[config.mk]
export PLATFORM = sky130hd
export DESIGN_NAME = seq_hit_window_monitor
export DESIGN_NICKNAME = d
export VERILOG_FILES = /design/src/rtl/seq_mon_pkg.sv /design/src/rtl/hit_qualifier.sv /design/src/rtl/seq_hit_window_monitor.sv
export SDC_FILE = /design/constraint.sdc
export NUM_CORES = 1
export LEC_CHECK = 0
export CORE_UTILIZATION = 40
export DETAILED_ROUTE_END_ITERATION = 8
export SYNTH_ARGS = -nofsm -noshare
export SYNTH_HDL_FRONTEND = slang
export SYNTH_SLANG_ARGS = --single-unit
export TNS_END_PERCENT = 10
[constraint.sdc]
create_clock -name clk -period 5.8 [get_ports clk]
set_clock_uncertainty 0.15 [all_clocks]
set_input_delay 1.16 -clock clk [delete_from_list [all_inputs] [get_ports clk]]
set_output_delay 1.16 -clock clk [all_outputs]
set_load 0.01 [all_outputs]
[src/rtl/seq_mon_pkg.sv]
// Shared state codes and constants for the detection window monitor.
// Imported by seq_hit_window_monitor.
package seq_mon_pkg;

   typedef enum logic [1:0] {
      ST_IDLE  = 2'd0,
      ST_RUN   = 2'd1,
      ST_PAUSE = 2'd2
   } state_t;

   function automatic int sat_max(input int w);
      return (1 << w) - 1;
   endfunction

endpackage

[src/rtl/hit_qualifier.sv]
// Hit qualification for the window monitor.
// HIT_EDGE_EN selects rising-edge qualification instead of level.
module hit_qualifier (
   input  logic clk,
   input  logic rst,
   input  logic hit_in,
   output logic hit_q
);

`ifdef HIT_EDGE_EN
   logic prev;

   // prev tracks the level in every state so a held level is never recounted
   always_ff @(posedge clk or negedge rst) begin
      if (!rst) prev <= 1'b0;
      else      prev <= hit_in;
   end

   assign hit_q = hit_in & ~prev;
`else
   logic unused_ports;

   assign unused_ports = clk ^ rst;
   assign hit_q        = hit_in;
`endif

endmodule

[src/rtl/seq_hit_window_monitor.sv]
// Counts detector hits over back-to-back windows and reports per window.
// Build option: HIT_EDGE_EN counts only rising edges of hit_in.
module seq_hit_window_monitor
   import seq_mon_pkg::*;
#(
   parameter int WIN_CYCLES = 16,
   parameter int CNT_W      = 5,
   parameter int THRESH     = 4
) (
   input  logic             clk,
   input  logic             rst,
   input  logic             en,
   input  logic             clr,
   input  logic             hit_in,
   output logic [CNT_W-1:0] hit_count,
   output logic             count_valid,
   output logic             alarm,
   output logic             win_active,
   output logic [1:0]       curr_state
);

   localparam int TW = (WIN_CYCLES > 1) ? $clog2(WIN_CYCLES) : 1;

   localparam logic [TW-1:0]    TMR_LAST = TW'(WIN_CYCLES - 1);
   localparam logic [CNT_W-1:0] ACC_MAX  = CNT_W'(sat_max(CNT_W));
   localparam logic [CNT_W-1:0] THR      = CNT_W'(THRESH);

   state_t           state;
   state_t           state_nx;
   logic [TW-1:0]    timer;
   logic [CNT_W-1:0] acc;
   logic [CNT_W-1:0] acc_nx;
   logic             hit_q;
   logic             counted;
   logic             win_end;

   hit_qualifier u_qual (
      .clk    (clk),
      .rst    (rst),
      .hit_in (hit_in),
      .hit_q  (hit_q)
   );

   always_ff @(posedge clk or negedge rst) begin
      if (!rst) state <= ST_IDLE;
      else      state <= state_nx;
   end

   always_comb begin
      state_nx = ST_IDLE;
      if (!clr) begin
         case (state)
            ST_IDLE:  state_nx = en ? ST_RUN : ST_IDLE;
            ST_RUN:   state_nx = en ? ST_RUN : ST_PAUSE;
            ST_PAUSE: state_nx = en ? ST_RUN : ST_PAUSE;
            default:  state_nx = ST_IDLE;
         endcase
      end
   end

   always_comb begin
      win_active = (state == ST_RUN);
   end

   assign curr_state = state;

   assign counted = (state == ST_RUN) && en;
   assign win_end = counted && (timer == TMR_LAST);

   always_comb begin
      acc_nx = acc;
      if (hit_q && (acc != ACC_MAX)) acc_nx = acc + 1'b1;
   end

   // acc_nx already folds in the final cycle's hit at window end
   always_ff @(posedge clk or negedge rst) begin
      if (!rst) begin
         acc         <= '0;
         timer       <= '0;
         hit_count   <= '0;
         count_valid <= 1'b0;
         alarm       <= 1'b0;
      end else if (clr) begin
         acc         <= '0;
         timer       <= '0;
         hit_count   <= '0;
         count_valid <= 1'b0;
         alarm       <= 1'b0;
      end else begin
         count_valid <= 1'b0;
         if (state == ST_IDLE) begin
            acc   <= '0;
            timer <= '0;
         end else if (win_end) begin
            hit_count   <= acc_nx;
            count_valid <= 1'b1;
            alarm       <= (acc_nx >= THR);
            acc         <= '0;
            timer       <= '0;
         end else if (counted) begin
            acc   <= acc_nx;
            timer <= timer + 1'b1;
         end
      end
   end

endmodule
==> key figures <==
Global route
  • First-pass GRT wire length: 3.34 mm
  • Initial antenna violation count: 0
  • GRT Util Overall: 0.166
  • Largest net degree at the start of global routing: 19
  • Total gr overflow: 0
  • Vias in the first global route: 708

Floorplan
  • Initial Utilization: 0.440
  • Core Area: 2300 um^2
  • Die area: 2730 um^2
  • Num ports: 15
  • Die Wd: 52.2 um
  • Site Rows: 17
  • Die Span Y: 52.2 um

Logic synthesis
  • Syn. warnings: 0
  • Avg Cell Area, Syn: 10.0 um^2
  • Synthesized net count: 112
  • Synthesized flop and latch total: 18
  • Post-synth EDFFs: 0
  • Synth Instances: 101
  • Post-synthesis sequential area ratio: 0.446
  • Primary FF master, synth: dfrtp_1
  • Async set-or-reset flop fraction in the synthesized netlist: 1.00
  • Post-Syn Area: 1010 um^2
  • Synth unique cells: 35

Worst hold path
  • Hold depth: 2
  • Hold EP: acc[3]$_DFFE_PN0P_
  • Worst hold start: acc[3]$_DFFE_PN0P_
  • Worst Hold Class: reg2reg

Clocking
  • Resized Gates After CTS: 0
  • Htree depth: 1
  • Clock latency at the later pin of the worst-skew pair: 0.28 ns
  • Hold buffers post-CTS: 0
  • CTS tree: done
  • CTS root buffer: clkbuf_4
  • CTS buffer count: 3
  • Setup Buffers After CTS: 0
  • Clock Tree Buf Depth: 2
  • CTS clock-pin slew for the worst setup and hold paths: 0.10 ns
  • # clock sinks: 18

Finish
  • # nets final: 126
  • Commonest non-fill, non-tap cell in the layout: dfrtp_1
  • N_diodes: 0
  • Area delta synth->final: 15.7%
  • Layout cells sized above 1: 0.124
  • Non-filler instance count after layout: 141
  • Fillers: 220
  • Most frequent cells in the layout: 18 x dfrtp_1, 15 x nor2_1, 14 x clkdlybuf4s50_1

Critical path
  • Slowest stage cell, crit path: clkdlybuf4s50_1
  • Nature of the critical path endpoint: output pin
  • R2R cell count: 7
  • Delay-heaviest family, CP: buffers and inverters
  • Critical path required time: 4.49 ns
  • Crit path max fanout: 4
  • R2r endpoint: alarm$_DFFE_PN0P_
  • Worst reg2reg startpoint: acc[0]$_DFFE_PN0P_
  • CP cell instances: inv_1, ha_1, clkdlybuf4s50_1
  • Startpoint types: flip-flop
  • Worst R2R Setup Slack: 3.30 ns
  • Slowest stage delay, CP: 0.55 ns
  • Worst Setup Path Type: reg2out
  • Bufs and invs on worst path: 2
  • WP data arrival: 1.53 ns

Timing
  • Worst slew pin tran: 0.804 ns
  • Fin crit share: 0.490
  • Final slew viol count: 0
  • Fmax: 0.352 GHz
  • Slew headroom: 0.462
  • Fin. Hold Viols: 0
  • Hold_ws: 0.409 ns
  • RSZ-0062 raised after global routing: no
  • Final-report setup violation count: 0
  • Setup tns final: 0 ns
  • Final Critical Period: 2.84 ns

Placed design
  • Post-detail-place hpwl: 1.44 mm
  • IO buf count: 14
  • Gpl congestion: 0.789
  • Cells after DPL: 138

Detailed routing
  • Starting DRT DRC Count: 2
  • Vias: 727
  • ANT nets after route: 0
  • WL per Instance: 13.3 um
  • Vias per cell: 5.16
  • Remaining DRCs: 0
  • WL final: 1.88 mm
  • First-pass iteration count of the detailed router: 4

Run status
  • Outcome: finished clean

Power
  • Pwr dens: 180 nW/um^2
  • Static leakage: 0.000474 uW
  • Peak supply drop: 0.101 mV

Run
  • Max-Cap Viols: 0
==> synth_stat cells, types with 2 or more instances <==
master     n  area share
a211oi_2   4       0.050
a21oi_1    5       0.025
and2_1     2       0.012
buf_6      2       0.022
dfrtp_1   18        0.45
ha_1       6       0.074
inv_1      2      0.0074
mux2i_1    2       0.020
nand2_1   11       0.041
nand3_1    2      0.0099
nor2_1    15       0.056
nor3_1     2      0.0099
nor4b_1    2       0.017
o21ai_0    3       0.015
or2_2      2       0.012
xnor2_1    2       0.017
xor2_1     3       0.026
==> registers in the layout, indices dropped and copies added, names as in the netlist <==
register / flops
alarm: 1
curr_state: 2
acc: 5
hit_count: 5
timer: 4
count_valid: 1
==> where the power goes <==
| part | switching (uW) | total, uW | internal, uW |
|---|---|---|---|
| sequential | 0.945 | 127 | 126 |
| clock | 37.4 | 61.5 | 24.1 |
| combinational | 12.3 | 21.1 | 8.76 |
==> cell type report <==
| type | instances | area, um^2 | share of cell area |
|---|---|---|---|
| Inverter | 2 | 7.51 | 0.00642 |
| Sequential cell | 18 | 450 | 0.385 |
| Tap cell | 28 | 35.0 | 0.0300 |
| Multi-Input combinational cell | 76 | 513 | 0.439 |
| Timing Repair Buffer | 14 | 140 | 0.120 |
| Clock buffer | 3 | 22.5 | 0.0193 |
==> tightest hold or removal path: cells and delay by family, from the launching register on <==
kind	cells	cell delay, ns
DFF	1	0.38
and+or+nand+nor	1	0.10
AOI/OAI and AO/OA	1	0.06
==> how the worst max path moves through the flow <==
stage | to | startpoint | slack [ns] | depth (start not counted)
after floorplan | acc[3]$_DFFE_PN0P_ | clr | 3.56 | 4
after global placement | alarm$_DFFE_PN0P_ | en | 2.72 | 5
after detailed placement | alarm$_DFFE_PN0P_ | en | 2.64 | 5
after CTS | win_active | curr_state[1]$_DFF_PN0_ | 2.95 | 3
after global routing | alarm$_DFFE_PN0P_ | en | 2.79 | 5
final | win_active | curr_state[1]$_DFF_PN0_ | 2.96 | 3
==> kinds of logic after synthesis <==
kind of cell | share of synthesized area
fa+ha+maj | 0.0743
mux | 0.0198
simple gates | 0.226
flops | 0.446
compound gates | 0.145
buf+inv | 0.0458
xor+xnor | 0.0434
==> metrics by stage <==
stage	cell area (um^2)	power, uW	utilization	worst slack [ns]
after global placement	1150	151	0.499	2.72
final	1170	210	0.509	2.96
after floorplan	1010	142	-	3.56
after CTS	1170	211	0.509	2.95
after detailed placement	1150	151	0.499	2.64
after global routing	1170	221	0.509	2.79
==> per-layer routing <==
layer  track usage  vias to the layer above  part of all wire
li1              -                      377                 -
met1         0.237                      339              0.53
met2         0.250                        9              0.43
met3        0.0348                        2             0.032
met4        0.0526                        0            0.0075
met5             0                        -                 0
(Power assumes the default switching activity.)
